File: config.mk
export PLATFORM = sky130hd
export DESIGN_NAME = shift_unit_seq
export DESIGN_NICKNAME = d
export VERILOG_FILES = /design/src/rtl/shift_pkg.sv /design/src/rtl/shift_step.sv /design/src/rtl/shift_unit_seq.sv
export SDC_FILE = /design/constraint.sdc
export NUM_CORES = 1
export LEC_CHECK = 0
export CORE_ASPECT_RATIO = 0.7
export CORE_MARGIN = 2
export CORE_UTILIZATION = 50
export DETAILED_ROUTE_END_ITERATION = 10
export PLACE_DENSITY_LB_ADDON = 0.25
export SYNTH_ARGS = -nofsm -noshare
export SYNTH_HDL_FRONTEND = slang
export SYNTH_SLANG_ARGS = --single-unit
File: constraint.sdc
create_clock -name clk -period 9.7 [get_ports clk]
set_input_delay 1.94 -clock clk [delete_from_list [all_inputs] [get_ports clk]]
set_output_delay 1.94 -clock clk [all_outputs]
set_load 0.01 [all_outputs]
File: src/rtl/shift_pkg.sv
// Shared encodings for the iterative ARM shifter.
// Shift types, FSM states and a constant log2 helper.
package shift_pkg;

   localparam logic [1:0] SH_LSL = 2'b00;
   localparam logic [1:0] SH_LSR = 2'b01;
   localparam logic [1:0] SH_ASR = 2'b10;
   localparam logic [1:0] SH_ROR = 2'b11;

   localparam logic [1:0] ST_IDLE = 2'd0;
   localparam logic [1:0] ST_BUSY = 2'd1;
   localparam logic [1:0] ST_DONE = 2'd2;

   // Bits needed to hold values 0..n-1.
   function automatic int clog2(input int n);
      int r;
      r = 0;
      for (int i = 0; i < 32; i++)
         if ((1 << r) < n) r++;
      return r;
   endfunction

endpackage

File: src/rtl/shift_step.sv
// One combinational shift step of 0..STEP positions.
// Ports: val_i/k_i/sh_i/carry_i in; val_o/carry_o out.
module shift_step
   import shift_pkg::*;
#(
   parameter int WIDTH = 32,
   parameter int STEP  = 4,
   parameter int KW    = 3
) (
   input  logic [WIDTH-1:0] val_i,
   input  logic [KW-1:0]    k_i,
   input  logic [1:0]       sh_i,
   input  logic             carry_i,
   output logic [WIDTH-1:0] val_o,
   output logic             carry_o
);

   int kk;
   logic [WIDTH-1:0] pre_l;
   logic [WIDTH-1:0] pre_r;

   always_comb begin
      kk      = int'(k_i);
      val_o   = val_i;
      carry_o = carry_i;
      pre_l   = '0;
      pre_r   = '0;
      if (kk != 0) begin
         // Shift by k-1 first so the last bit out lands at a fixed index.
         pre_l = val_i << (kk - 1);
         pre_r = val_i >> (kk - 1);
         case (sh_i)
            SH_LSL: begin
               val_o   = val_i << kk;
               carry_o = pre_l[WIDTH-1];
            end
            SH_LSR: begin
               val_o   = val_i >> kk;
               carry_o = pre_r[0];
            end
            SH_ASR: begin
               val_o   = $signed(val_i) >>> kk;
               carry_o = pre_r[0];
            end
            default: begin
               // ROR: carry is the bit that wraps into the MSB.
               val_o   = (val_i >> kk) | (val_i << (WIDTH - kk));
               carry_o = pre_r[0];
            end
         endcase
      end
   end

endmodule

File: src/rtl/shift_unit_seq.sv
// Multi-cycle ARM shifter operand unit (LSL/LSR/ASR/ROR/RRX/bypass).
// Ports: in_* request handshake, out_* result handshake, result/carry_out.
module shift_unit_seq
   import shift_pkg::*;
#(
   parameter int WIDTH = 32,
   parameter int AMT_W = 8,
   parameter int STEP  = 4
) (
   input  logic             clk,
   input  logic             reset,
   input  logic             in_valid,
   output logic             in_ready,
   input  logic [WIDTH-1:0] data_in,
   input  logic [1:0]       sh,
   input  logic [AMT_W-1:0] amount,
   input  logic             rrx,
   input  logic             bypass,
   input  logic             carry_in,
   output logic             out_valid,
   input  logic             out_ready,
   output logic [WIDTH-1:0] result,
   output logic             carry_out
);

   localparam int RW = clog2(WIDTH + 1);
   localparam int KW = clog2(STEP + 1);

   logic [1:0]       state_q, state_d;
   logic [WIDTH-1:0] val_q, val_d;
   logic             carry_q, carry_d;
   logic [RW-1:0]    rem_q, rem_d;
   logic [1:0]       sh_q, sh_d;
   logic             over_q, over_d;

   logic [KW-1:0]    k;
   logic [WIDTH-1:0] step_val;
   logic             step_c;
   int               amt;
   int               neff;

   assign k = (rem_q > RW'(STEP)) ? KW'(STEP) : rem_q[KW-1:0];

   shift_step #(
      .WIDTH (WIDTH),
      .STEP  (STEP),
      .KW    (KW)
   ) u_step (
      .val_i   (val_q),
      .k_i     (k),
      .sh_i    (sh_q),
      .carry_i (carry_q),
      .val_o   (step_val),
      .carry_o (step_c)
   );

   always_comb begin
      state_d = state_q;
      val_d   = val_q;
      carry_d = carry_q;
      rem_d   = rem_q;
      sh_d    = sh_q;
      over_d  = over_q;
      amt     = int'(amount);
      neff    = 0;
      case (state_q)
         ST_IDLE: begin
            if (in_valid) begin
               val_d   = data_in;
               carry_d = carry_in;
               sh_d    = sh;
               over_d  = 1'b0;
               if (bypass) begin
                  neff = 0;
               end else if (sh == SH_ROR && rrx) begin
                  val_d   = {carry_in, data_in[WIDTH-1:1]};
                  carry_d = data_in[0];
               end else if (amt == 0) begin
                  neff = 0;
               end else if (sh == SH_ROR) begin
                  neff = amt % WIDTH;
                  // Whole rotations leave data intact, carry = MSB.
                  if (neff == 0) carry_d = data_in[WIDTH-1];
               end else begin
                  neff   = (amt > WIDTH) ? WIDTH : amt;
                  over_d = (amt > WIDTH) && (sh != SH_ASR);
               end
               rem_d   = RW'(neff);
               state_d = (neff == 0) ? ST_DONE : ST_BUSY;
            end
         end
         ST_BUSY: begin
            val_d   = step_val;
            carry_d = step_c;
            rem_d   = rem_q - RW'(k);
            if (rem_d == '0) begin
               state_d = ST_DONE;
               if (over_q) begin
                  val_d   = '0;
                  carry_d = 1'b0;
               end
            end
         end
         ST_DONE: begin
            if (out_ready) state_d = ST_IDLE;
         end
         default: state_d = ST_IDLE;
      endcase
   end

   always_ff @(posedge clk or posedge reset) begin
      if (reset) begin
         state_q <= ST_IDLE;
         val_q   <= '0;
         carry_q <= 1'b0;
         rem_q   <= '0;
         sh_q    <= SH_LSL;
         over_q  <= 1'b0;
      end else begin
         state_q <= state_d;
         val_q   <= val_d;
         carry_q <= carry_d;
         rem_q   <= rem_d;
         sh_q    <= sh_d;
         over_q  <= over_d;
      end
   end

   assign in_ready  = (state_q == ST_IDLE);
   assign out_valid = (state_q == ST_DONE);
   assign result    = val_q;
   assign carry_out = carry_q;

endmodule

### After elaboration in Yosys (flattened, before gate mapping)

Index checks and enable logic that the tools add are counted.

| operators by class | value |
|---|---|
| reduce and logical (&&, ||, !) cells | 13 |
| shift-type cells | 6 |
| $lt $le $gt $ge | 2 |
| mux-type cells | 38 |
| bitwise logic cells | 1 |
| add/subtract/negate cells | 3 |
| eq/ne operators | 9 |

Operator list:

| kind | number |
|---|---|
| 32-bit 2-to-1 mux | 8 |
| 32-bit case mux with 3 select lines | 1 |
| 32-bit logical NOT | 2 |
| 32-bit case mux with 2 select lines | 1 |
| 32-bit by 32-bit left shift with 32-bit output | 2 |
| 8-bit 2-to-1 mux | 5 |
| 32-bit OR | 1 |
| 32-bit by 3-bit left shift with 32-bit output | 1 |
| 32-bit by 3-bit right shift with 32-bit output | 1 |
| 32-bit by 32-bit right shift with 1-bit output | 1 |
| 32-bit by 3-bit >>> shifter with 32-bit output | 1 |
| 1-bit 2-to-1 mux | 14 |
| 6-bit case mux with 2 select lines | 1 |
| 8-bit by 6-bit > comparator with 1-bit output (second input constant) | 1 |
| 8-bit logical NOT | 1 |
| 2-bit 2-to-1 mux | 4 |
| 6-bit by 3-bit subtractor with 7-bit output (first input constant) | 1 |
| 2-bit == test (second input constant) | 3 |
| 6-bit by 3-bit > comparator with 1-bit output (second input constant) | 1 |
| 6-bit logical NOT | 1 |
| 6-bit 2-to-1 mux | 1 |
| 2-bit inequality test (second input constant) | 3 |
| 2-bit case mux with 3 select lines | 1 |
| 6-bit by 3-bit subtractor with 6-bit output | 1 |
| other kinds (11) | 15 |

| storage, ports and cells | value |
|---|---|
| flip-flop bits (word level) | 44 |
| input bits | 49 |

### Longest topological paths before layout

Gate-level depths: netlist (run 1).

| logic depth | value |
|---|---|
| depth after elaboration | 12 |
| depth in mapped cells | 14 |
| gate-level depth less buffers | 10 |

### By module

Synthesis (run 1) repeated with hierarchy kept, for this count alone.

| second synthesis, totals | value |
|---|---|
| cells, all modules | 703 |
| area total of the unflattened synthesis | 5649.2 sq um |

By module, submodules not included:

| module | cells an instance | area an instance (sq um) | sequential area each (sq um) | times used |
|---|---|---|---|---|
| shift_step | 433 | 3296.9 | 0.0 | 1 |
| shift_unit_seq | 270 | 2352.3 | 1101.1 | 1 |

### Worst setup path after synthesis (run 1)

Ideal clock, no wire load.

| timing | value |
|---|---|
| kind | input to register |
| from | in bypass |
| to | reg val_q[20] (netlist: result[20]) |
| path buffers | 3 |
| arrival | 3430 ps |
| required time | 9558 ps |
| stages on the path | 6 |
| slack | 6128 ps |
| path through | nand4b_1 -> clkbuf_1 -> clkbuf_1 -> buf_1 -> mux2i_1 -> o221ai_1 |

| on the way | value |
|---|---|
| cells in the longest elaborated chain, start to end | 3 |

RTL lines:

| element | RTL line | RTL |
|---|---|---|
| start, declared | shift_unit_seq.sv:18 | `input logic bypass,` |
| 32-bit 2-to-1 mux | shift_unit_seq.sv:73 | `if (bypass) begin` |
| 32-bit 2-to-1 mux | shift_unit_seq.sv:68 | `if (in_valid) begin` |
| 32-bit case mux with 2 select lines | shift_unit_seq.sv:66 | `case (state_q)` |
| end signal, assigned | shift_unit_seq.sv:121 | `val_q <= val_d;` |
| end, declared | shift_unit_seq.sv:30 | `logic [WIDTH-1:0] val_q, val_d;` |

Every way passes these cells. The select of a mux whose other input is x is not followed.
A chain may end at the register's enable or synchronous reset.

### Worst setup path in the final report (run 1)

| timing | value |
|---|---|
| from | reg rem_q[3] |
| to | reg val_q[17] (netlist: result[17]) |

| on the way | value |
|---|---|
| cells in the longest elaborated chain, start to end | 10 |
| elaborated cells on any way between the ends | 16 |
| classes of those cells | add/sub: 2; order compare: 1; shift: 4; mux: 6; bitwise: 1; reduce/logical: 2 |

RTL lines:

| element | RTL line | RTL |
|---|---|---|
| start, declared | shift_unit_seq.sv:32 | `logic [RW-1:0] rem_q, rem_d;` |
| start signal, assigned | shift_unit_seq.sv:123 | `rem_q <= rem_d;` |
| 6-bit by 3-bit > comparator with 1-bit output | shift_unit_seq.sv:42 | `assign k = (rem_q > RW'(STEP)) ? KW'(STEP) : rem_q[KW-1:0];` |
| 3-bit 2-to-1 mux | shift_unit_seq.sv:42 |  |
| 6-bit by 3-bit subtractor with 7-bit output | shift_step.sv:47 | `val_o = (val_i >> kk) \| (val_i << (WIDTH - kk));` |
| 32-bit by 32-bit left shift with 32-bit output | shift_step.sv:47 |  |
| 32-bit OR | shift_step.sv:47 |  |
| 32-bit case mux with 3 select lines | shift_step.sv:32 | `case (sh_i)` |
| 32-bit 2-to-1 mux | shift_step.sv:28 | `if (kk != 0) begin` |
| 32-bit 2-to-1 mux | shift_unit_seq.sv:98 | `if (over_q) begin` |
| 32-bit 2-to-1 mux (*) | shift_unit_seq.sv:96 | `if (rem_d == '0) begin` |
| 32-bit case mux with 2 select lines (*) | shift_unit_seq.sv:66 |  |

Every way passes the cells marked *; elsewhere a longest branch is shown, timed or not.

==> results.md, run 1 <==
STA:
- The setup skew after layout is 13.97 ps.
- The final count of negative-setup-slack endpoints is 0.
- Of the available clock period, the critical path in the final layout requires 0.4891.
- The relative slew slack is 0.1913.
- On the final layout, the worst hold slack is 514.3 ps.
- Static timing analysis puts the maximum clock frequency at 210.8 MHz.
- The final period demand of the worst path is 4744 ps.
- The total negative setup slack is 0 ps.
- The hold violation total from the final report is 0.
- The transition time at the pin with the least slew margin is 1182 ps.
- Setup repair after global routing left no endpoint under its margin.
- The final max-slew violation count is 0.

Routing:
- Using the TritonRoute via totals, the vias-per-cell ratio works out to 7.339.
- The count of routing violations after the opening detailed-route iteration is 1,077.
- The wire length on met3 is 3.361 mm.
- The number of nets still failing antenna checks after routing is 0.
- In the routed design, unresolved DRC markers number 0.
- The length of the first detailed-routing pass in iterations is 7.
- The wire length on met2 is 10.14 mm.
- The total routed wirelength is 24.70 mm.
- The average wire per standard cell is 25.78 um.
- Routed signal wires occupy layers up through met4.
- The met1 layer wirelength in the final routing is 10.14 mm.
- Across all layers, the routed design uses 7,031 vias.

Hold path:
- The startpoint identified for the worst hold timing path is over_q$_DFFE_PP0P_.
- The path class of the tightest hold or removal check is flop to flop.
- The number of cells on the worst hold path is 2.

Logic synthesis:
- The leading register cell type out of synthesis is sky130_fd_sc_hd__dfrtp_1.
- The multiplexer area fraction after synthesis is 0.1666.
- After technology mapping, the gate count stands at 792.
- The synthesized design contains 0 enable-type register cells.
- The xor and xnor fraction of the mapped netlist area is 0.001507.
- The combinational family with the most area after synthesis is compound AO/OA/AOI/OAI gates.
- Synthesis inferred 44 register bits.
- The number of nets in the synthesized netlist is 845.
- The number of different library cells in the post-synthesis netlist is 74.
- After synthesis the cells add up to 0.005813 sq mm.
- The share of the synthesized area in compound gates (AO/OA/AOI/OAI) is 0.3341.
- Yosys printed 0 warnings.
- The fraction of post-synthesis cell area in the top cell type by area is 0.1894.
- The largest area contributor in the netlist is sky130_fd_sc_hd__dfrtp_1.
- Yosys attributes the largest share of cell area to sky130_fd_sc_hd__dfrtp_1 19%, sky130_fd_sc_hd__nand2_1 7.9%, sky130_fd_sc_hd__a21oi_1 7.1%.
- The adder-cell share of the synthesized area is 0.008610.
- Of the synthesized area, sequential elements account for 0.1894.
- The share of synthesized cell area in and, or, nand and nor gates is 0.2200.
- The async set-reset flop share out of synthesis is 1.000.
- The synthesized area per cell is 7.340 sq um.

Global routing:
- The total track usage is 0.3926.
- The via count of the first global-routing pass is 6,442.
- The initial antenna violation count is 0.
- The first-pass GRT wire length is 37.96 mm.
- The global-route congestion overflow total is 0.
- The pin count of the biggest net entering global routing is 59.

Job:
- The tool flagged a number of max-cap violations equal to 0.

Finish:
- From synthesis to final layout, the design area changed by 15.56%.
- The repair_antennas step left the layout with diodes totalling 0.
- The share of layout cells above drive strength 1 is 0.08447.
- The net count of the finished layout is 857.
- The filler-free cell count of the finished design is 958.
- The cell area after layout is 0.006718 sq mm.

Placement:
- The number of placed instances, taps included, is 950.
- The final weighted congestion in routability-driven placement is 0.9810.
- Port buffering added 83 buffers.
- The half-perimeter wire length after detailed placement is 16.63 mm.
- The post-detailed-placement cell area is 0.006540 sq mm.

Floorplanning:
- From left edge to right edge, the die measures 132.9 um.
- The height of the die is 94.22 um.
- After floorplanning, the core was divided into 32 placement rows.
- The die covers 0.01252 sq mm.
- The standard cell core area is 0.01117 sq mm.
- The effective utilization at floorplan is 0.5204.
- The I/O pin total is 84.

Power and ir drop:
- VDD sags by at most 222.9 uV.
- The net switching power is 1511 uW.
- Of the total power, combinational logic draws 0.699.
- The share of total power dissipated in sequential elements is 0.218.
- After layout, the design draws a total of 2676 uW.
- The total power density per cell area is 398.3 mW/mm^2.
- Of the total power, the share spent switching nets is 0.5647.
- The internal power consumption is 1165 uW.
- In this run the static leakage power is 0.002558 uW.
- Of the total power, the clock network draws 0.082.

Clock tree:
- The clock transition at the registers of the reported paths is 70 ps.
- CTS saw 44 sinks.
- Hold repair after CTS inserted 0 buffers.
- Counting along the longest clock path gives a buffer depth of 2.
- CTS placed an instance of sky130_fd_sc_hd__clkbuf_16 at the clock tree root.
- TritonCTS built the clock tree.
- In this run the post-CTS setup repair buffer count came out at 0.
- The number of clock buffers added by TritonCTS is 5.
- The total of cells resized after clock tree synthesis is 0.
- The deepest level of the CTS H-tree is 2.
- The clock insertion delay at the later pin of the skew report is 310 ps.

Critical path:
- STA classifies the critical path startpoint as a flop.
- At the worst endpoint, the required time is 9870 ps.
- The worst register-to-register path begins at rem_q[3]$_DFFE_PP0P_.
- The cell count of the worst reg-to-reg path is 10.
- The worst setup path is captured at a flop.
- In this run the worst path has a maximum fanout of 51.
- STA puts the critical path data arrival time at 4910 ps.
- Tracing the worst setup path back leads to its startpoint at rem_q[3]$_DFFE_PP0P_.
- The setup path with the least slack is of type flop to flop.

Run status:
- The flow ran to the end, and the final reports show no timing, DRC or antenna violations.
logic make-up (layout without fill, tap and decap cells):
logic type                 after synthesis  count (layout)
AOI/OAI and AO/OA                      296             296
buffers and inverters                  107             120
muxes                                   72              72
other                                    1               1
DFF                                     44              44
and+or+nand+nor                        267             267
xor gates and xnor gates                 1               1
adders and majority gates                4               4
cells in the mapped netlist, types with 4 or more instances:
cell type                   number
sky130_fd_sc_hd__a31oi_1         8
sky130_fd_sc_hd__nand4_1         5
sky130_fd_sc_hd__and3_1         16
sky130_fd_sc_hd__nor4_1         11
sky130_fd_sc_hd__ha_1            4
sky130_fd_sc_hd__a311oi_1        5
sky130_fd_sc_hd__nand2b_1        5
sky130_fd_sc_hd__o32ai_1         6
sky130_fd_sc_hd__o21ai_0        61
sky130_fd_sc_hd__mux2i_1        36
sky130_fd_sc_hd__nor2_1         42
sky130_fd_sc_hd__a221o_1         4
sky130_fd_sc_hd__o31ai_1         6
sky130_fd_sc_hd__a211oi_1       33
sky130_fd_sc_hd__mux4_1          5
sky130_fd_sc_hd__a21oi_1        83
sky130_fd_sc_hd__nor3b_1         4
sky130_fd_sc_hd__mux2_2         19
sky130_fd_sc_hd__or3_1           5
sky130_fd_sc_hd__o22ai_1         6
sky130_fd_sc_hd__a21boi_0        7
sky130_fd_sc_hd__a21o_1         10
sky130_fd_sc_hd__o21a_1          6
sky130_fd_sc_hd__nand2_1       122
sky130_fd_sc_hd__buf_1          11
sky130_fd_sc_hd__dfrtp_1        44
sky130_fd_sc_hd__clkbuf_1       60
sky130_fd_sc_hd__o211ai_1       17
sky130_fd_sc_hd__a2111oi_0       5
sky130_fd_sc_hd__nand3_1        18
sky130_fd_sc_hd__inv_1          12
sky130_fd_sc_hd__mux4_2         11
sky130_fd_sc_hd__nor3_1         17
sky130_fd_sc_hd__buf_2          15
sky130_fd_sc_hd__buf_6           5
sky130_fd_sc_hd__nor2b_1         4
sky130_fd_sc_hd__o221ai_1        8
layout by cell type (no fill, tap or decap), drive strengths merged, types with 6 or more instances in the layout:
cell type        n
clkbuf           6
dfrtp           44
nand2          122
nor4            12
mux4            16
o221ai           8
buf             13
nor3            17
mux2            20
a21boi           8
a211oi          34
o21a             6
and3            16
mux2i           36
inv             15
nand3           18
nor2            44
a311oi           6
o31ai            6
a31oi            8
o211ai          17
o22ai            6
o32ai            6
clkdlybuf4s50   83
a21o            10
a21oi           83
o21ai           62
stage by stage:
step	utilization	setup WS (ps)
after global routing	0.6014	4752
after floorplan	-	6128
after global placement	0.5855	5183
final	0.6014	4956
after CTS	0.6014	5110
after detailed placement	0.5855	5111
worst max-delay path, cell delays in order, from the launching register on:
cell and delay [ps]:
sky130_fd_sc_hd__dfrtp_1 460, sky130_fd_sc_hd__or4_2 680, sky130_fd_sc_hd__buf_4 330, sky130_fd_sc_hd__nor2_8 510, sky130_fd_sc_hd__inv_4 340, sky130_fd_sc_hd__ha_1 300, sky130_fd_sc_hd__ha_1 400, sky130_fd_sc_hd__nor2_1 790
sky130_fd_sc_hd__o21ai_0 220, sky130_fd_sc_hd__a2111oi_0 380, sky130_fd_sc_hd__nor3_1 120
worst paths after layout:
path                                          end  slack, ps
min reg2reg                    over_q$_DFFE_PP0P_        510
max in group asynchronous    rem_q[0]$_DFFE_PP0P_       6730
min                            over_q$_DFFE_PP0P_        510
max                        result[17]$_DFFE_PP0P_       4960
min in group asynchronous    rem_q[3]$_DFFE_PP0P_       2210
max reg2reg                result[17]$_DFFE_PP0P_       4960
power groups by stage:
stage                     sequential (uW)  combinational [uW]  clock [uW]
after floorplan                       390                1340           0
after detailed placement              564                1800           0
after global placement                559                1780           0
final                                 584                1870         220
after CTS                             560                1810         215
after global routing                  587                1990         222
final cells by class:
cell class	instances	area, sq um
Clock buffer	6	138.9
Sequential cell	44	1102
Clock inverter	2	38.79
Fill cell	1003	4453
Multi-Input combinational cell	641	4255
Timing Repair Buffer	96	928.4
Tap cell	153	191.4
Inverter	16	62.56
per-layer routing:
metal / GRT usage / vias up
met2: 0.5609 / 613
met3: 0.09008 / 96
met4: 0.1667 / 0
li1: - / 3019
met5: 0 / -
met1: 0.5639 / 3303
flip-flops by register name, indices dropped and copies added (netlist names):
signal	flops
result	32
rem_q	6
sh_q	2
state_q	2
carry_out	1
over_q	1
Power figures use the tool's default switching activity.
==> run 2, diff against run 1 <==
- clock period: 9.7 -> 4.1 ns (I/O delays scaled with it)
==> run 2 against run 1 <==
Critical path depth down 1. Worst setup slack worse by 4700 ps. Sequential share of layout area decreased by 0.26 points. Largest power group unchanged.
==> results.md, run 2 (synthesized netlist as in run 1, its figures left out) <==
Critical path:
- The origin of the critical flop-to-flop path is rem_q[4]$_DFFE_PP0P_.
- The worst setup slack for register-to-register paths is 300 ps (-4650 ps).
- The maximum fanout along the worst path was 11 (-78%).
- The critical path in this run is classified as flop to flop.
- In this run the worst setup path terminates at result[2]$_DFFE_PP0P_.
- STA classifies the critical path startpoint as a flop.
- The data arrival at the endpoint of the critical path came to 4020 ps (-890 ps).
- The nature of the critical path endpoint is a flop.
- In this run the critical register-to-register path is captured at result[2]$_DFFE_PP0P_.
- The cell count of the worst reg-to-reg path is 9 (-1).
- The data required time of the critical path is 4330 ps (-5540 ps).
- The launch point of the critical path is rem_q[4]$_DFFE_PP0P_.

Routing:
- The wire length on met2 is 10.22 mm (+0.82%).
- The detail-routed via count per cell came to 7.296 (-0.59%).
- The count of routing violations after the opening detailed-route iteration is 1,072 (-0.46%).
- The length of the first detailed-routing pass in iterations is 5 (-2).
- The total routed wirelength is 24.93 mm (+0.93%).
- The number of nets still failing antenna checks after routing was 0 (unchanged).
- The post-route DRC violation count is 0 (unchanged).
- The met1 layer wirelength in the final routing was 10.18 mm (+0.44%).
- The highest layer touched by signal routing is met4.
- The number of vias after detailed routing is 7,106 (+1.1%).
- The wire length on met3 was 3.631 mm (+8.0%).
- The average wire per standard cell is 25.60 um (-0.73%).

Job:
- The count of maximum capacitance violations was 0 (unchanged).

Finish:
- The share of layout cells above drive strength 1 is 0.1023 (+0.01784).
- The layout filler cell count is 984 (-1.9%).
- The area growth from synthesis to layout is 17.46%.
- The flip-flop count of the largest register, all copies and words added is 32 (unchanged).
- The area occupied by multi-input gates is 0.004255 sq mm (unchanged).
- The net count of the finished layout is 873 (+1.9%).
- The most common cell after layout, fill and taps aside is sky130_fd_sc_hd__nand2_1.
- The register area came to 0.001102 sq mm (unchanged).
- Leaving out fill and tap cells, the most frequent cells in the layout are 122 x sky130_fd_sc_hd__nand2_1, 83 x sky130_fd_sc_hd__a21oi_1, 83 x sky130_fd_sc_hd__clkdlybuf4s50_1.
- The antenna diode instance count is 0 (unchanged).

Floorplanning:
- The height of the die is 94.22 um (unchanged).
- The overall die width is 132.9 um (unchanged).
- The I/O pin total is 84 (unchanged).
- The standard cell core area was 0.01117 sq mm (unchanged).
- The effective utilization at floorplan came to 0.5204 (unchanged).
- The count of standard-cell rows is 32 (unchanged).
- The overall die area is 0.01252 sq mm (unchanged).

Clock tree:
- The post-CTS setup buffer count came to 0 (unchanged).
- The hold buffer count at cts is 0 (unchanged).
- The clock insertion delay at the later pin of the skew report is 300 ps (about the same).
- The total of cells resized after clock tree synthesis is 0 (unchanged).
- The clock transition at the registers of the reported paths is 80 ps (about the same).
- The number of clock sinks is 44 (unchanged).
- The number of buffers between clock root and the deepest sink is 2 (unchanged).
- The root buffer cell is sky130_fd_sc_hd__clkbuf_16.
- The deepest level of the CTS H-tree is 2 (unchanged).
- TritonCTS built the clock tree.
- The number of buffers created by CTS came to 5 (unchanged).

STA:
- The transition time at the pin with the least slew margin is 1134 ps (-48.67 ps).
- The share of the clock period used by the worst path after layout is 0.9263 (+0.4372).
- The final critical-path setup slack is 302.3 ps (-4654 ps).
- The hold violation total from the final report was 0 (unchanged).
- Setup repair after global routing left no endpoint under its margin.
- The final count of negative-setup-slack endpoints is 0 (unchanged).
- The fmax came to 263.3 MHz (+25%).
- The final period demand of the worst path is 3798 ps (-946.3 ps).
- The relative slew slack is 0.2362 (+0.04485).
- The total negative setup slack came to 0 ps (unchanged).
- The setup skew after layout is 9.895 ps (-4.072 ps).
- The final max-slew violation count was 0 (unchanged).

Global routing:
- The pin count of the biggest net entering global routing came to 51 (-14%).
- The via count of the first global-routing pass is 6,420 (-0.34%).
- The global-route congestion overflow total is 0 (unchanged).
- The initial antenna violation count is 0 (unchanged).
- The total track usage is 0.3997 (+0.007154).
- The first-pass GRT wire length is 38.72 mm (+2.0%).

Run status:
- The run finished with clean final reports.

Placement:
- The setup slack at placement was 532.3 ps (-4579 ps).
- The half-perimeter wire length after detailed placement is 16.88 mm (+1.5%).
- The final weighted congestion in routability-driven placement is 1.002 (+2.2%).
- The count of buffers inserted at the top-level ports was 83 (unchanged).

Hold path:
- The class of the tightest hold or removal check is flop to flop.
- The start point of the worst min-delay path is over_q$_DFFE_PP0P_.

Power and ir drop:
- The total power density per cell area is 937.5 mW/mm^2 (+140%).
- The leakage power figure came to 0.002629 uW (+2.8%).
- The maximum ir drop on the vdd rail is 433.8 uV (+95%).
## run 2: changes by cell type in the layout (fill, tap and decap cells not counted)
cell,change
sky130_fd_sc_hd__clkinv_4,-1
sky130_fd_sc_hd__buf_4,+16
sky130_fd_sc_hd__clkinv_2,+1
sky130_fd_sc_hd__clkinvlp_4,+1
sky130_fd_sc_hd__clkbuf_8,-1
## run 2: final cells by class
| class | instances | area share |
|---|---|---|
| sequential | 44 | 0.1614 |
| multi-input combinational | 641 | 0.6232 |
| timing repair buffer | 112 | 0.1536 |
| clock inverter | 3 | 0.006231 |
| tap | 153 | 0.02804 |
| clock buffer | 5 | 0.01833 |
| inverter | 16 | 0.009163 |
## run 2: report_power, final
part	switching [uW]	internal, uW	leakage, uW
sequential	714	658	0.000533
clock	206	288	0.0000798
combinational	2660	1880	0.00202
## run 2: routing by layer
metal / up-vias / GRT usage
met5: - / 0
met4: 0 / 0.1443
met3: 73 / 0.1079
met2: 648 / 0.5725
met1: 3338 / 0.5731
li1: 3047 / -
## run 2: how the worst min path moves through the flow
stage                                        to  slack [ps]  cells past startpoint
final                        over_q$_DFFE_PP0P_         530                      2
after global routing      carry_out$_DFFE_PP0P_         590                      2
after CTS                    over_q$_DFFE_PP0P_         530                      2
after detailed placement     over_q$_DFFE_PP0P_         510                      2
after global placement       over_q$_DFFE_PP0P_         470                      2
after floorplan              over_q$_DFFE_PP0P_         450                      2
## run 2: through the flow
step                  util  std cells  area, sq um  power, uW  hold slack, ps
detailed placement  0.5962        966         6660       5667           509.9
global route        0.6112        974         6828       6737           593.8
finish              0.6112        974         6828       6401           527.9
floorplan                -        792         5813       4098           449.7
global placement    0.5962        966         6660       5616           473.3
CTS                 0.6112        974         6828       6174           525.9
## run 2: worst max-delay path, stage by stage (launching register included)
cell and delay, ps:
sky130_fd_sc_hd__dfrtp_1 490, sky130_fd_sc_hd__or4_2 820, sky130_fd_sc_hd__nand2_1 130, sky130_fd_sc_hd__ha_1 270, sky130_fd_sc_hd__nor4b_1 80, sky130_fd_sc_hd__o21ai_0 270, sky130_fd_sc_hd__a211oi_2 200, sky130_fd_sc_hd__o21ai_0 920
sky130_fd_sc_hd__o21ai_0 320, sky130_fd_sc_hd__a21oi_1 230
==> run 3, diff against run 2 <==
- SYNTH_HIERARCHICAL: default -> 1
==> run 3 against run 2 <==
Global-route usage is 8.8 points lower. Hold slack worse by 16 ps. Die area is 2.7% lower. Critical path type unchanged. Critical endpoint is now result[29]$_DFFE_PP0P_.
==> results.md, run 3 <==
Floorplanning:
- The overall die area was 0.01218 sq mm (-2.7%).
- The I/O pin total is 84 (unchanged).
- The count of standard-cell rows was 32 (unchanged).
- The overall die width is 131.0 um (-1.4%).
- The effective utilization at floorplan is 0.5131 (-0.007317).
- The standard cell core area is 0.01101 sq mm (-1.4%).
- The height of the die came to 92.93 um (-1.4%).

Critical path:
- The cell count along the critical path came to 12 (+3).
- Walking the worst path, the cells encountered are nor3_1, nand2b_1, nor2_4, clkinv_1, ha_1, ha_1, mux2_2, a32oi_1, o31a_1, o221ai_1, mux2_2, a221o_1.
- The critical path in this run is classified as flop to flop.
- The launch point of the critical path is rem_q[3]$_DFFE_PP0P_.
- The kind of cell adding the most delay to the critical path is compound AO/OA/AOI/OAI gates.
- The nature of the critical path endpoint is a flop.
- The delay of the slowest critical-path stage was 550 ps (-370 ps).
- The data required time of the critical path is 4280 ps (-50 ps).
- The worst path buffer plus inverter count was 1 (+1).
- The maximum fanout along the worst path is 13 (+2).
- The slowest stage of the critical path is the sky130_fd_sc_hd__ha_1 cell.
- The critical path capture point is result[29]$_DFFE_PP0P_.
- The origin of the critical flop-to-flop path is rem_q[3]$_DFFE_PP0P_.
- The worst setup slack for register-to-register paths is 530 ps (+230 ps).
- The kind of start point of the critical path is a flop.
- The data arrival at the endpoint of the critical path came to 3750 ps (-270 ps).
- The worst register-to-register path ends at result[29]$_DFFE_PP0P_.
- The cell count of the worst reg-to-reg path was 12 (+3).

Clock tree:
- The post-CTS setup buffer count is 0 (unchanged).
- The number of buffers created by CTS is 5 (unchanged).
- The clock transition at the registers of the reported paths came to 70 ps (about the same).
- The total of cells resized after clock tree synthesis is 0 (unchanged).
- The clock insertion delay at the later pin of the skew report is 290 ps (about the same).
- The number of buffers between clock root and the deepest sink is 2 (unchanged).
- The number of clock sinks is 44 (unchanged).
- The root buffer cell is sky130_fd_sc_hd__clkbuf_16.
- The deepest level of the CTS H-tree is 2 (unchanged).
- The hold buffer count at cts was 0 (unchanged).
- The CTS tree is yes.

Power and ir drop:
- The maximum ir drop on the vdd rail is 363.2 uV (-16%).
- The sum of internal, switching and leakage power was 5267 uW (-18%).
- The leakage power figure is 0.002493 uW (-5.2%).
- The total power density per cell area is 792.5 mW/mm^2 (-15%).

Finish:
- The share of layout cells above drive strength 1 is 0.1236 (+0.02133).
- The cell area after layout is 0.006646 sq mm (-2.7%).
- The filler-free cell count of the finished design is 889 (-8.7%).
- The area growth from synthesis to layout is 17.65%.
- Leaving out fill and tap cells, the most frequent cells in the layout are 125 x sky130_fd_sc_hd__nand2_1, 83 x sky130_fd_sc_hd__clkdlybuf4s50_1, 63 x sky130_fd_sc_hd__a21oi_1.
- The most common cell after layout, fill and taps aside is sky130_fd_sc_hd__nand2_1.
- The net count of the finished layout is 786 (-10%).
- The antenna diode instance count is 0 (unchanged).
- The flip-flop count of the largest register, all copies and words added is 32 (unchanged).

Routing:
- The average wire per standard cell is 21.07 um (-18%).
- The length of the first detailed-routing pass in iterations is 5 (unchanged).
- The number of vias after detailed routing was 6,097 (-14%).
- The total routed wirelength is 18.74 mm (-25%).
- The post-route DRC violation count is 0 (unchanged).
- The detail-routed via count per cell is 6.858 (-6.0%).
- The count of routing violations after the opening detailed-route iteration is 923 (-14%).
- The number of nets still failing antenna checks after routing was 0 (unchanged).

Global routing:
- The pin count of the biggest net entering global routing was 78 (+53%).
- The global-route congestion overflow total is 0 (unchanged).
- The initial antenna violation count is 0 (unchanged).
- The via count of the first global-routing pass came to 5,460 (-15%).
- The total track usage came to 0.3118 (-0.08795).
- The first-pass GRT wire length came to 29.83 mm (-23%).

STA:
- The final critical-path setup slack is 532.8 ps (+230.6 ps).
- The total negative setup slack came to 0 ps (unchanged).
- The final count of negative-setup-slack endpoints is 0 (unchanged).
- The final period demand of the worst path came to 3567 ps (-230.6 ps).
- The relative slew slack is 0.4144 (+0.1782).
- The share of the clock period used by the worst path after layout came to 0.8700 (-0.05623).
- Setup repair after global routing left no endpoint under its margin.
- The setup skew after layout is 5.760 ps (-4.135 ps).
- The transition time at the pin with the least slew margin is 873.0 ps (-260.7 ps).
- The hold violation total from the final report was 0 (unchanged).
- The fmax is 280.3 MHz (+6.5%).
- The final max-slew violation count is 0 (unchanged).

Logic synthesis:
- The post-synthesis net count is 754 (-11%).
- The async set-reset flop share out of synthesis is 1.000 (unchanged).
- Among all cell types in the netlist, the one instantiated most often is sky130_fd_sc_hd__nand2_1.
- The number of synthesized flops with an enable pin is 0 (unchanged).
- The synthesized design spends more area on one cell type than any other, namely sky130_fd_sc_hd__dfrtp_1.
- The portion of the post-synthesis area used by sequential elements is 0.1949 (+0.005496).
- The number of different library cells in the post-synthesis netlist is 69 (-6.8%).
- The netlist area before placement is 0.005649 sq mm (-2.8%).
- The synthesized area per cell was 8.036 sq um (+9.5%).
- In the post-synthesis netlist, the biggest area contributors are sky130_fd_sc_hd__dfrtp_1 19%, sky130_fd_sc_hd__mux4_2 14%, sky130_fd_sc_hd__nand2_1 8.3%.
- The commonest cells after synthesis are 125 x sky130_fd_sc_hd__nand2_1, 64 x sky130_fd_sc_hd__a21oi_1, 46 x sky130_fd_sc_hd__clkbuf_1, 46 x sky130_fd_sc_hd__mux2i_1, 44 x sky130_fd_sc_hd__dfrtp_1.
- The fraction of post-synthesis cell area in the top cell type by area came to 0.1949 (+0.005496).
- The number of warning messages in the yosys log came to 6 (+6).
- The leading register cell type out of synthesis is sky130_fd_sc_hd__dfrtp_1.
- The count of mapped cells out of synthesis is 703 (-11%).
- The flip-flop and latch count after synthesis is 44 (unchanged).

Placement:
- The setup slack at placement is 586.5 ps (+54.23 ps).
- The post-detailed-placement cell area came to 0.006464 sq mm (-2.9%).
- The cell total after placement is 881 (-8.8%).
- The final weighted congestion in routability-driven placement is 0.9230 (-7.9%).
- The half-perimeter wire length after detailed placement was 12.76 mm (-24%).
- The count of buffers inserted at the top-level ports is 83 (unchanged).

Run status:
- The run finished with clean final reports.

Hold path:
- The class of the tightest hold or removal check is flop to flop.

Job:
- The count of maximum capacitance violations is 0 (unchanged).
[run 3: area by class of cell]
type	instances	area (sq um)
Clock inverter	1	30.03
Clock buffer	7	152.6
Multi-Input combinational cell	568	4128
Fill cell	992	4364
Sequential cell	44	1101
Timing Repair Buffer	100	983.4
Inverter	16	60.06
Tap cell	153	191.4
[run 3: per-stage QoR]
stage / utilization / hold slack [ps]
3_5_place_dp: 0.5870 / 499.1
5_1_grt: 0.6036 / 552.0
4_1_cts: 0.6036 / 514.4
6_report: 0.6036 / 512.0
3_3_place_gp: 0.5870 / 488.3
2_1_floorplan: - / 450.1
[run 3: worst reg2reg max path: cells and delay by family (launching register included)]
family	cells	cell delay, ps
simple gates	3	740
flops	1	420
compound gates	4	760
buf+inv	1	100
fa+ha+maj	2	740
mux	2	680
[run 3: per-layer routing]
metal / wire length [um] / GRT usage / share of wire
met5: 0 / 0 / 0
met4: 221 / 0.05940 / 0.012
met3: 1997 / 0.07452 / 0.11
met2: 8073 / 0.4374 / 0.43
met1: 8442 / 0.4840 / 0.45
[run 3: cells by family (layout without fill, tap and decap cells)]
| kind of cell | count (synthesis) | in the layout | synth area share |
|---|---|---|---|
| buffers and inverters | 91 | 124 | 0.07796 |
| AND/OR/NAND/NOR | 248 | 248 | 0.1982 |
| AO/OA/AOI/OAI | 222 | 222 | 0.2749 |
| flip-flops | 44 | 44 | 0.1949 |
| multiplexers | 96 | 96 | 0.2496 |
| adder cells (fa/ha/maj) | 2 | 2 | 0.004429 |
[run 3: how the worst min path moves through the flow]
stage,from,to,depth (start not counted)
final,over_q$_DFFE_PP0P_,over_q$_DFFE_PP0P_,1
after global routing,over_q$_DFFE_PP0P_,over_q$_DFFE_PP0P_,1
after CTS,over_q$_DFFE_PP0P_,over_q$_DFFE_PP0P_,1
after detailed placement,over_q$_DFFE_PP0P_,over_q$_DFFE_PP0P_,1
after global placement,over_q$_DFFE_PP0P_,over_q$_DFFE_PP0P_,1
after floorplan,over_q$_DFFE_PP0P_,over_q$_DFFE_PP0P_,1
[run 3: power breakdown]
part | internal (uW) | switching, uW | total (uW)
logic | 1680 | 1910 | 3590
clock network | 321 | 180 | 501
registers | 629 | 542 | 1170
total | 2630 | 2640 | 5270
